`src/rtl/branch_resolve_if.sv`:
```
// Request/response bundle between issue, the branch resolve unit and its consumer.
interface branch_resolve_if #(
  parameter int XLEN = 64
);
  logic            in_valid;
  logic            in_ready;
  logic [2:0]      in_funct3;
  logic            in_is_jal;
  logic            in_is_jalr;
  logic [XLEN-1:0] in_pc;
  logic [XLEN-1:0] in_imm;
  logic [XLEN-1:0] in_op1;
  logic [XLEN-1:0] in_op2;
  logic            in_pred_taken;
  logic [XLEN-1:0] in_pred_target;

  logic            out_valid;
  logic            out_ready;
  logic            out_taken;
  logic [XLEN-1:0] out_target;
  logic [XLEN-1:0] out_link;
  logic            out_mispredict;
  logic [XLEN-1:0] out_redirect_pc;
  logic            out_misalign;
  logic            out_illegal;

  modport master (
    output in_valid, in_funct3, in_is_jal, in_is_jalr, in_pc, in_imm,
           in_op1, in_op2, in_pred_taken, in_pred_target, out_ready,
    input  in_ready, out_valid, out_taken, out_target, out_link,
           out_mispredict, out_redirect_pc, out_misalign, out_illegal
  );

  modport slave (
    input  in_valid, in_funct3, in_is_jal, in_is_jalr, in_pc, in_imm,
           in_op1, in_op2, in_pred_taken, in_pred_target, out_ready,
    output in_ready, out_valid, out_taken, out_target, out_link,
           out_mispredict, out_redirect_pc, out_misalign, out_illegal
  );
endinterface

```
`src/rtl/branch_resolve.sv`:
```
// Execute-stage branch/jump resolution: evaluates the condition, forms the
// target and link, compares against the front-end prediction and holds the
// result in a single-entry output register with valid/ready and flush.
module branch_resolve #(
  parameter int XLEN  = 64,
  parameter int CNT_W = 32
) (
  input  logic              clk,
  input  logic              rst_n,
  branch_resolve_if.slave   bus,
  input  logic              flush,
  output logic [CNT_W-1:0]  br_cnt,
  output logic [CNT_W-1:0]  mp_cnt
);

  localparam logic [XLEN-1:0]  PC_STEP   = {{(XLEN-3){1'b0}}, 3'b100};
  localparam logic [XLEN-1:0]  BIT0_MASK = {{(XLEN-1){1'b1}}, 1'b0};
  localparam logic [CNT_W-1:0] CNT_ONE   = {{(CNT_W-1){1'b0}}, 1'b1};

  // Less-than on raw operands: MSBs decide when they differ, otherwise the
  // remaining bits compare unsigned for both signed and unsigned flavours.
  function automatic logic less_than(input logic [XLEN-1:0] a,
                                     input logic [XLEN-1:0] b,
                                     input logic            is_signed);
    if (a[XLEN-1] != b[XLEN-1])
      return is_signed ? a[XLEN-1] : b[XLEN-1];
    return (a[XLEN-2:0] < b[XLEN-2:0]);
  endfunction

  // Saturating increment for the perf counters.
  function automatic logic [CNT_W-1:0] sat_inc(input logic [CNT_W-1:0] c,
                                               input logic             en);
    if (en && (c != {CNT_W{1'b1}}))
      return c + CNT_ONE;
    return c;
  endfunction

  logic            out_valid_q,      out_valid_d;
  logic            out_taken_q,      out_taken_d;
  logic [XLEN-1:0] out_target_q,     out_target_d;
  logic [XLEN-1:0] out_link_q,       out_link_d;
  logic            out_mispredict_q, out_mispredict_d;
  logic [XLEN-1:0] out_redirect_q,   out_redirect_d;
  logic            out_misalign_q,   out_misalign_d;
  logic            out_illegal_q,    out_illegal_d;
  logic [CNT_W-1:0] br_cnt_q,        br_cnt_d;
  logic [CNT_W-1:0] mp_cnt_q,        mp_cnt_d;

  logic            in_ready;
  logic            fire;
  logic            is_jump;
  logic            illegal;
  logic            eq;
  logic            lt;
  logic            ltu;
  logic            cond_taken;
  logic            taken;
  logic [XLEN-1:0] br_target;
  logic [XLEN-1:0] jalr_sum;
  logic [XLEN-1:0] target;
  logic [XLEN-1:0] link;
  logic            misalign;
  logic            mispredict;
  logic [XLEN-1:0] redirect_pc;

  // Resolve the incoming request: condition, target, link and prediction check.
  always_comb begin
    in_ready  = !out_valid_q || bus.out_ready;
    fire      = bus.in_valid && in_ready && !flush;
    is_jump   = bus.in_is_jal || bus.in_is_jalr;
    illegal   = !is_jump && (bus.in_funct3[2:1] == 2'b01);

    eq  = (bus.in_op1 == bus.in_op2);
    lt  = less_than(bus.in_op1, bus.in_op2, 1'b1);
    ltu = less_than(bus.in_op1, bus.in_op2, 1'b0);

    cond_taken = 1'b0;
    case (bus.in_funct3)
      3'b000:  cond_taken = eq;
      3'b001:  cond_taken = !eq;
      3'b100:  cond_taken = lt;
      3'b101:  cond_taken = !lt;
      3'b110:  cond_taken = ltu;
      3'b111:  cond_taken = !ltu;
      default: cond_taken = 1'b0;
    endcase

    taken     = is_jump || (!illegal && cond_taken);
    br_target = bus.in_pc + bus.in_imm;
    jalr_sum  = bus.in_op1 + bus.in_imm;
    target    = bus.in_is_jalr ? (jalr_sum & BIT0_MASK) : br_target;
    link      = bus.in_pc + PC_STEP;

    // A misaligned taken target is a trap, not a redirect.
    misalign    = taken && target[1];
    mispredict  = !illegal && !misalign &&
                  ((taken != bus.in_pred_taken) ||
                   (taken && (target != bus.in_pred_target)));
    redirect_pc = taken ? target : link;
  end

  // Next-state for the output register and counters.
  always_comb begin
    out_valid_d      = out_valid_q;
    out_taken_d      = out_taken_q;
    out_target_d     = out_target_q;
    out_link_d       = out_link_q;
    out_mispredict_d = out_mispredict_q;
    out_redirect_d   = out_redirect_q;
    out_misalign_d   = out_misalign_q;
    out_illegal_d    = out_illegal_q;
    br_cnt_d         = br_cnt_q;
    mp_cnt_d         = mp_cnt_q;

    if (flush) begin
      out_valid_d = 1'b0;
    end else if (fire) begin
      out_valid_d      = 1'b1;
      out_taken_d      = taken;
      out_target_d     = target;
      out_link_d       = link;
      out_mispredict_d = mispredict;
      out_redirect_d   = redirect_pc;
      out_misalign_d   = misalign;
      out_illegal_d    = illegal;
      br_cnt_d         = sat_inc(br_cnt_q, !illegal);
      mp_cnt_d         = sat_inc(mp_cnt_q, mispredict);
    end else if (bus.out_ready) begin
      out_valid_d = 1'b0;
    end
  end

  // Output register and counters; async reset discards any held result.
  always_ff @(posedge clk or negedge rst_n) begin
    if (!rst_n) begin
      out_valid_q      <= 1'b0;
      out_taken_q      <= 1'b0;
      out_target_q     <= '0;
      out_link_q       <= '0;
      out_mispredict_q <= 1'b0;
      out_redirect_q   <= '0;
      out_misalign_q   <= 1'b0;
      out_illegal_q    <= 1'b0;
      br_cnt_q         <= '0;
      mp_cnt_q         <= '0;
    end else begin
      out_valid_q      <= out_valid_d;
      out_taken_q      <= out_taken_d;
      out_target_q     <= out_target_d;
      out_link_q       <= out_link_d;
      out_mispredict_q <= out_mispredict_d;
      out_redirect_q   <= out_redirect_d;
      out_misalign_q   <= out_misalign_d;
      out_illegal_q    <= out_illegal_d;
      br_cnt_q         <= br_cnt_d;
      mp_cnt_q         <= mp_cnt_d;
    end
  end

  assign bus.in_ready        = in_ready;
  assign bus.out_valid       = out_valid_q;
  assign bus.out_taken       = out_taken_q;
  assign bus.out_target      = out_target_q;
  assign bus.out_link        = out_link_q;
  assign bus.out_mispredict  = out_mispredict_q;
  assign bus.out_redirect_pc = out_redirect_q;
  assign bus.out_misalign    = out_misalign_q;
  assign bus.out_illegal     = out_illegal_q;
  assign br_cnt              = br_cnt_q;
  assign mp_cnt              = mp_cnt_q;

endmodule

```
`src/flat_wrapper.sv`:
```
// flat-port wrapper written by rule: the top's interface ports become plain ports
module branch_resolve_flat 
#(
  parameter int XLEN  = 64,
  parameter int CNT_W = 32
)
  (clk, rst_n, flush, br_cnt, mp_cnt, bus_in_valid, bus_in_funct3, bus_in_is_jal, bus_in_is_jalr, bus_in_pc, bus_in_imm, bus_in_op1, bus_in_op2, bus_in_pred_taken, bus_in_pred_target, bus_out_ready, bus_in_ready, bus_out_valid, bus_out_taken, bus_out_target, bus_out_link, bus_out_mispredict, bus_out_redirect_pc, bus_out_misalign, bus_out_illegal);
  branch_resolve_if #(.XLEN(XLEN)) bus_i ();
  input  logic clk;
  input  logic rst_n;
  input  logic flush;
  output logic [CNT_W-1:0] br_cnt;
  output logic [CNT_W-1:0] mp_cnt;
  input wire logic [$bits(bus_i.in_valid)-1:0] bus_in_valid;
  input wire logic [$bits(bus_i.in_funct3)-1:0] bus_in_funct3;
  input wire logic [$bits(bus_i.in_is_jal)-1:0] bus_in_is_jal;
  input wire logic [$bits(bus_i.in_is_jalr)-1:0] bus_in_is_jalr;
  input wire logic [$bits(bus_i.in_pc)-1:0] bus_in_pc;
  input wire logic [$bits(bus_i.in_imm)-1:0] bus_in_imm;
  input wire logic [$bits(bus_i.in_op1)-1:0] bus_in_op1;
  input wire logic [$bits(bus_i.in_op2)-1:0] bus_in_op2;
  input wire logic [$bits(bus_i.in_pred_taken)-1:0] bus_in_pred_taken;
  input wire logic [$bits(bus_i.in_pred_target)-1:0] bus_in_pred_target;
  input wire logic [$bits(bus_i.out_ready)-1:0] bus_out_ready;
  output wire logic [$bits(bus_i.in_ready)-1:0] bus_in_ready;
  output wire logic [$bits(bus_i.out_valid)-1:0] bus_out_valid;
  output wire logic [$bits(bus_i.out_taken)-1:0] bus_out_taken;
  output wire logic [$bits(bus_i.out_target)-1:0] bus_out_target;
  output wire logic [$bits(bus_i.out_link)-1:0] bus_out_link;
  output wire logic [$bits(bus_i.out_mispredict)-1:0] bus_out_mispredict;
  output wire logic [$bits(bus_i.out_redirect_pc)-1:0] bus_out_redirect_pc;
  output wire logic [$bits(bus_i.out_misalign)-1:0] bus_out_misalign;
  output wire logic [$bits(bus_i.out_illegal)-1:0] bus_out_illegal;
  assign bus_i.in_valid = bus_in_valid;
  assign bus_i.in_funct3 = bus_in_funct3;
  assign bus_i.in_is_jal = bus_in_is_jal;
  assign bus_i.in_is_jalr = bus_in_is_jalr;
  assign bus_i.in_pc = bus_in_pc;
  assign bus_i.in_imm = bus_in_imm;
  assign bus_i.in_op1 = bus_in_op1;
  assign bus_i.in_op2 = bus_in_op2;
  assign bus_i.in_pred_taken = bus_in_pred_taken;
  assign bus_i.in_pred_target = bus_in_pred_target;
  assign bus_i.out_ready = bus_out_ready;
  assign bus_in_ready = bus_i.in_ready;
  assign bus_out_valid = bus_i.out_valid;
  assign bus_out_taken = bus_i.out_taken;
  assign bus_out_target = bus_i.out_target;
  assign bus_out_link = bus_i.out_link;
  assign bus_out_mispredict = bus_i.out_mispredict;
  assign bus_out_redirect_pc = bus_i.out_redirect_pc;
  assign bus_out_misalign = bus_i.out_misalign;
  assign bus_out_illegal = bus_i.out_illegal;
  branch_resolve #(.XLEN(XLEN), .CNT_W(CNT_W)) u_core (.clk(clk), .rst_n(rst_n), .bus(bus_i), .flush(flush), .br_cnt(br_cnt), .mp_cnt(mp_cnt));
endmodule
```
`config.mk`:
```
export PLATFORM = sky130hd
export DESIGN_NAME = branch_resolve_flat
export DESIGN_NICKNAME = d
export VERILOG_FILES = /design/src/rtl/branch_resolve_if.sv /design/src/rtl/branch_resolve.sv /design/src/flat_wrapper.sv
export SDC_FILE = /design/constraint.sdc
export NUM_CORES = 1
export LEC_CHECK = 0
export CAP_MARGIN = 40
export CORE_MARGIN = 1.5
export CORE_UTILIZATION = 31
export DETAILED_ROUTE_END_ITERATION = 8
export GPL_TIMING_DRIVEN = 0
export RECOVER_POWER = 25
export SLEW_MARGIN = 20
export SYNTH_ARGS = -nofsm -noshare
export SYNTH_HDL_FRONTEND = slang
export SYNTH_SLANG_ARGS = --single-unit
```
`constraint.sdc`:
```
create_clock -name clk -period 3.4 [get_ports clk]
set_clock_uncertainty 0.05 [all_clocks]
set_input_delay 0.51 -clock clk [delete_from_list [all_inputs] [get_ports clk]]
set_output_delay 0.51 -clock clk [all_outputs]
set_load 0.01 [all_outputs]
```
* Word level (Yosys, flattened, before mapping) *
Index checks and enable logic that the tools add are counted.
Widths: inputs -> output; s select.

operators by class
  reductions and logical operators = 27
  div/mod/pow operators = 0
  shifts and indexed selects = 0
  order comparisons = 1
  bitwise logic cells = 1
  multipliers = 0
  eq/ne operators = 12
  add/sub/neg operators = 5
  muxes and demuxes = 19

operators by type and width
  kind                   count
  $add 64x64->64         2
  $mux 64                2
  $add 32x1->32 const B  2
  $add 64x3->64 const B  1
  $eq 64x64->1           1
  $mux 32                2
  $ne 32x32->1 const B   2
  $ne 64x64->1           1
  $lt 63x63->1           1
  $mux 1                 14
  $eq 3x3->1 const B     4
  $logic_and 1x1->1      10
  $logic_not 1->1        8
  $pmux 1 s6             1
  $reduce_and 3->1       2
  $logic_or 1x1->1       4
  $eq 3x1->1 const B     1
  $logic_not 3->1        1
  $reduce_bool 3->1      1
  $eq 2x1->1 const B     1
  $ne 1x1->1             2
  $reduce_and 2->1       1
  $not 1->1              1

storage, ports and cells
  latch bits = 0
  bits in writable memories = 0
  bits of input ports = 331
  ROM bits = 0
  register bits after elaboration = 261
  memories = 0

* Logic depth before layout (Yosys ltp) *
  depth after elaboration = 16
  mapped depth = 18

* Least setup slack after synthesis *
No wires, ideal clock.

  kind = input -> register
  start = in bus_in_imm[0]
  end = reg u_core.mp_cnt_q[1] (netlist: u_core.mp_cnt[1])
  path slack = -0.993 ns
  stages = 17
  setup time = 0.128 ns
  arrival time = 4.216 ns
  cell sequence = ha_1 -> inv_1 -> fa_1 -> nor2b_1 -> o2111ai_1 -> a2111o_1 -> a21o_1 -> and2_0 -> clkbuf_1 -> o311ai_0 -> o21ai_0 -> xnor2_1 -> a2111oi_0 -> and4_4 -> nand4_4 -> nand2_1 -> mux2_1

between the ends
  cells in the longest elaborated chain, start to end = 11
  elaborated cells on any way between the ends = 15

ends and longest elaborated chain
  element                                                       RTL line                                    RTL
  start, declared                                               flat_wrapper.sv:19                          input wire logic [$bits(bus_i.in_imm)-1:0] bus_in_imm;
  $add 64x64->64, on equally long branches                      branch_resolve.sv:89, branch_resolve.sv:90
  $mux 64 (*)                                                   branch_resolve.sv:91                        target = bus.in_is_jalr ? (jalr_sum & BIT0_MASK) : br_target;
  $ne 64x64->1 / $logic_and 1x1->1 (equally long branches)      branch_resolve.sv:98, branch_resolve.sv:95
  $logic_and 1x1->1 / $logic_not 1->1 (equally long branches)   branch_resolve.sv:98, branch_resolve.sv:96
  $logic_or 1x1->1 / $logic_and 1x1->1 (equally long branches)  branch_resolve.sv:97, branch_resolve.sv:96
  $logic_and 1x1->1 (*)                                         branch_resolve.sv:96                        mispredict = !illegal && !misalign &&
  $logic_and 1x1->1 (*)                                         branch_resolve.sv:33                        if (en && (c != {CNT_W{1'b1}}))
  $mux 1 (*)                                                    branch_resolve.sv:33
  $mux 1 (*)                                                    branch_resolve.sv:117                       end else if (fire) begin
  $mux 1 (*)                                                    branch_resolve.sv:115                       if (flush) begin
  $reduce_and 3->1 (no line) (*)                                n/a
  end signal, assigned                                          branch_resolve.sv:156                       mp_cnt_q <= mp_cnt_d;
  end, declared                                                 branch_resolve.sv:47                        logic [CNT_W-1:0] mp_cnt_q, mp_cnt_d;

Every way passes the cells marked *; elsewhere a longest branch is shown, timed or not. The select of a mux whose other input is x is not followed.
A chain may end at the register's enable or synchronous reset.

* Final worst setup path *
  start = in bus_in_is_jalr
  end = reg u_core.mp_cnt_q[1] (netlist: u_core.mp_cnt[1])

between the ends
  cells in the longest elaborated chain, start to end = 15
  elaborated cells on any way between the ends = 20

ends and longest elaborated chain
  element                                                          RTL line               RTL
  start, declared                                                  flat_wrapper.sv:17     input wire logic [$bits(bus_i.in_is_jalr)-1:0] bus_in_is_jalr;
  parallel branches: the longest is 9 deep, another holds $mux 64  n/a
  $logic_and 1x1->1 (*)                                            branch_resolve.sv:96
  $logic_and 1x1->1 (*)                                            branch_resolve.sv:33
  $mux 1 (*)                                                       branch_resolve.sv:33
  $mux 1 (*)                                                       branch_resolve.sv:117
  $mux 1 (*)                                                       branch_resolve.sv:115
  $reduce_and 3->1 (no line) (*)                                   n/a

Mark *: on every way between the ends. The select of a mux whose other input is x is not followed.

==> qor.yml <==
detailed_routing:
  drt-initial-drc-count: 3155
  viasPerCell: 5.972
  finalWirelength_um: 161200
  drtPass1Iterations: 5
  avgRoutedWirePerCell_um: 29.66
  antenna_left: 0
  vias: 32450
  drcViolationCount: 0
floorplanning:
  die-width_um: 297.7
  ios: 593
  core_sq_mm: 0.08555
  initial_core_util: 0.3147
  die_y_um: 297.7
  rows: 107
  die_area_sq_mm: 0.08863
placed_design:
  place_hpwl_um: 134900
  routabilityCongestion: 1.045
  dp.cells: 5288
  port_buffers: 590
synthesis:
  synth_flop_cell: "dfrtp_1"
  synth-seq-area-share: 0.2426
  yosys.cell_types.count: 116
  synth_seq_cells: 261
  synth_fp_nets: 4038
  synth_edf_count: 0
  ys_warn_count: 0
  avgSynthCellArea_sq_um: 7.662
  syn_inst: 3514
  netlist_area_sq_mm: 0.02692
  synthArstFlopShare: 1.000
critical_path:
  r2r_start: "u_core.mp_cnt[9]$_DFFE_PN0P_"
  start_kind: "primary input"
  reg2reg_depth: 11
  crit_required_ns: 3.77
  endpoint_kind: "register"
  cp_top_family: "buffers and inverters"
  crit_end: "u_core.mp_cnt[1]$_DFFE_PN0P_"
  cp_cell_sequence: "clkbuf_2 -> buf_6 -> inv_1 -> clkbuf_4 -> clkbuf_1 -> buf_6 -> mux2i_2 -> xor2_1 -> nand3_1 -> nor4_2 -> and4_1 -> o2111ai_2 -> nor4_4 -> buf_4 -> nand4_4 -> buf_12 -> nand2_4 -> mux2_4"
  cp_num_buf_inv: 8
  crit_type: "in -> reg"
  path_max_fanout: 10
  r2r_end: "u_core.mp_cnt[21]$_DFFE_PN0P_"
  slowest_stage: "clkbuf_4"
  cpMostUsedCell: "buf_6"
  crit_start: "bus_in_is_jalr"
  critPathMaxStageDelay_ns: 0.47
  r2r_setup_slack_ns: -0.12
  arrival_ns: 5.32
  critical_path_cell_count: 18
sta:
  rsz0062_at_grt: "true"
  layout_setup_ws_ns: -1.546
  period_share: 1.455
  finalCriticalPeriod_ns: 4.946
  clock.fmax_mhz: 202.2
  finalMaxSlewViolations: 0
  setup_tns_ns: -106.47
  setup_violations: 287
  holdWs_ns: 0.3657
  slew_headroom: 0.07179
  worstMarginPinSlew_ns: 1.392
  hold_viol: 0
global_route:
  antenna_found_initial: 16
  grt_pass1_wl_um: 225700
  grt_max_degree: 97
  grt_overflow: 0
  track_usage: 0.3497
  grt_pass1_vias: 31190
final_layout:
  finalNonFillerCells: 5434
  area_growth_pct: 45.43
  fin_nets: 4787
  drive_above_1_share: 0.1929
  fin_util: 0.4577
clock_tree:
  numCtsBuffers: 26
  h-tree-depth: 1
  cts_root_buffer: "clkbuf_16"
  clk_pin_slew_ns: 0.06
  clock_latency_ns: 0.55
  cts_tree: "done"
  clkSinkCount: 261
  clock_path_buffers: 3
run:
  maxCapViolCount: 0
pwr:
  p_leak_nw: 16.37
  irDropWorstVdd_uv: 327.5
  power_density_mw_per_mm2: 383.2
hold_path:
  hold_class: "in -> reg"
run_status:
  failed_checks: "setup timing"
  status: "finished, violations left"
==> worst register-to-register path: stages, from the launching register on <==
cell and delay (ns):
dfrtp_1 0.45, and3_1 0.26, and4_1 0.24, and3_1 0.26, nand3_1 0.16, nor3_1 0.35
nor3b_1 0.71, buf_2 0.34, nor2_4 0.09, buf_2 0.26, nand4_1 0.15, xnor2_1 0.13
==> cell type report <==
cell class	instances	area [sq um]
clock inverter	7	115.1
inverter	105	396.6
multi-input combinational	2959	21590
timing repair buffer	747	7251
buffer	163	1007
sequential	261	6531
clock buffer	40	814.5
antenna	8	20.02
fill	8682	46390
tap	1144	1431
==> cells in the final DEF, fill, tap and decap left out, types with 62 or more instances in the layout <==
cell and n:
a21oi_1 163, and3_1 62, buf_4 121, clkdlybuf4s50_1 457
dfrtp_1 261, dlygate4sd2_1 70, ha_1 133, inv_1 95
nand2_1 564, nand3_1 95, nand4_1 126, nor2_1 227
o21ai_0 210, o21ai_1 70, xnor2_1 128, xor2_1 101
==> what timing repair did <==
| action | CTS | global route |
|---|---|---|
| hold buffers | 1 | 0 |
| endpoints found under the hold margin | 52 | 0 |
| setup buffers | 81 | 30 |
| endpoints found under the setup margin | 231 | 206 |
| cloned | 2 | 0 |
| pin swaps | 105 | 80 |
| gates resized for setup | 510 | 306 |
==> how the worst min path moves through the flow <==
stage,start,end,cells after the start
2_1_floorplan,rst_n,u_core.br_cnt[0]$_DFFE_PN0P_,0
3_3_place_gp,u_core.bus.out_redirect_pc[59]$_DFFE_PN0P_,u_core.bus.out_redirect_pc[59]$_DFFE_PN0P_,2
6_report,bus_in_pc[0],u_core.bus.out_link[0]$_DFFE_PN0P_,3
4_1_cts,bus_in_pc[0],u_core.bus.out_link[0]$_DFFE_PN0P_,3
5_1_grt,bus_in_pc[0],u_core.bus.out_link[0]$_DFFE_PN0P_,3
3_5_place_dp,rst_n,u_core.br_cnt[17]$_DFFE_PN0P_,1
==> cells in the mapped netlist (all sizes together) (14+ instances only) <==
| master | instances | area share |
|---|---|---|
| a211oi | 42 | 0.013 |
| a21o | 45 | 0.013 |
| a21oi | 244 | 0.046 |
| a31oi | 21 | 0.0049 |
| and2 | 16 | 0.0037 |
| and3 | 64 | 0.015 |
| and4 | 17 | 0.0057 |
| buf | 65 | 0.013 |
| clkbuf | 124 | 0.017 |
| dfrtp | 261 | 0.24 |
| ha | 191 | 0.089 |
| inv | 105 | 0.015 |
| mux2 | 60 | 0.025 |
| mux2i | 56 | 0.021 |
| nand2 | 581 | 0.081 |
| nand2b | 18 | 0.0043 |
| nand3 | 117 | 0.025 |
| nand3b | 15 | 0.0042 |
| nand4 | 130 | 0.032 |
| nor2 | 249 | 0.035 |
| nor2b | 19 | 0.0044 |
| nor3 | 79 | 0.015 |
| nor3b | 27 | 0.0077 |
| nor4 | 34 | 0.0089 |
| o2111ai | 14 | 0.0046 |
| o211ai | 41 | 0.012 |
| o21a | 29 | 0.0081 |
| o21ai | 322 | 0.060 |
| o21bai | 20 | 0.0056 |
| or3 | 28 | 0.0069 |
| xnor2 | 134 | 0.044 |
| xor2 | 109 | 0.035 |
==> per-stage QoR <==
| step | area, sq um | setup WS [ns] | power [W] |
|---|---|---|---|
| floorplan | 27070 | -0.7645 | 0.007280 |
| global placement | 34410 | -10.04 | 0.01095 |
| detailed placement | 34890 | -3.275 | 0.01104 |
| CTS | 38010 | -1.430 | 0.01465 |
| global route | 39140 | -1.495 | 0.01558 |
| finish | 39160 | -1.546 | 0.01501 |
==> sequential cells by signal (all words and copies together) (netlist names) <==
| register | cells |
|---|---|
| u_core.br_cnt | 32 |
| u_core.bus.out_illegal | 1 |
| u_core.bus.out_link | 64 |
| u_core.bus.out_misalign | 1 |
| u_core.bus.out_mispredict | 1 |
| u_core.bus.out_redirect_pc | 64 |
| u_core.bus.out_taken | 1 |
| u_core.bus.out_target | 64 |
| u_core.bus.out_valid | 1 |
| u_core.mp_cnt | 32 |
==> cell families (layout without fill, tap and decap cells) <==
logic type / after synthesis / count (layout) / share of synthesized area
compound gates: 955 / 955 / 0.2271
xor+xnor: 251 / 251 / 0.08588
fa+ha+maj: 193 / 193 / 0.09025
buf+inv: 294 / 1062 / 0.04475
flops: 261 / 261 / 0.2426
mux: 116 / 116 / 0.04591
other cells: 0 / 8 / 0
simple gates: 1444 / 1444 / 0.2635
==> per-layer routing <==
layer  up-vias  GRT usage  part of all wire
li1      14370          -                 -
met1     15910     0.4459              0.40
met2      1728     0.5492              0.44
met3       436    0.05856             0.082
met4        12     0.2185             0.077
met5         -          0           0.00051
==> where the power goes <==
group	leakage [nW]	switching, W	total [W]	internal, W
registers	3.31	0.000428	0.00408	0.00365
clock network	0.453	0.00130	0.00317	0.00187
logic	12.6	0.00457	0.00776	0.00319
Note: power is estimated with default switching activity, not from simulation.
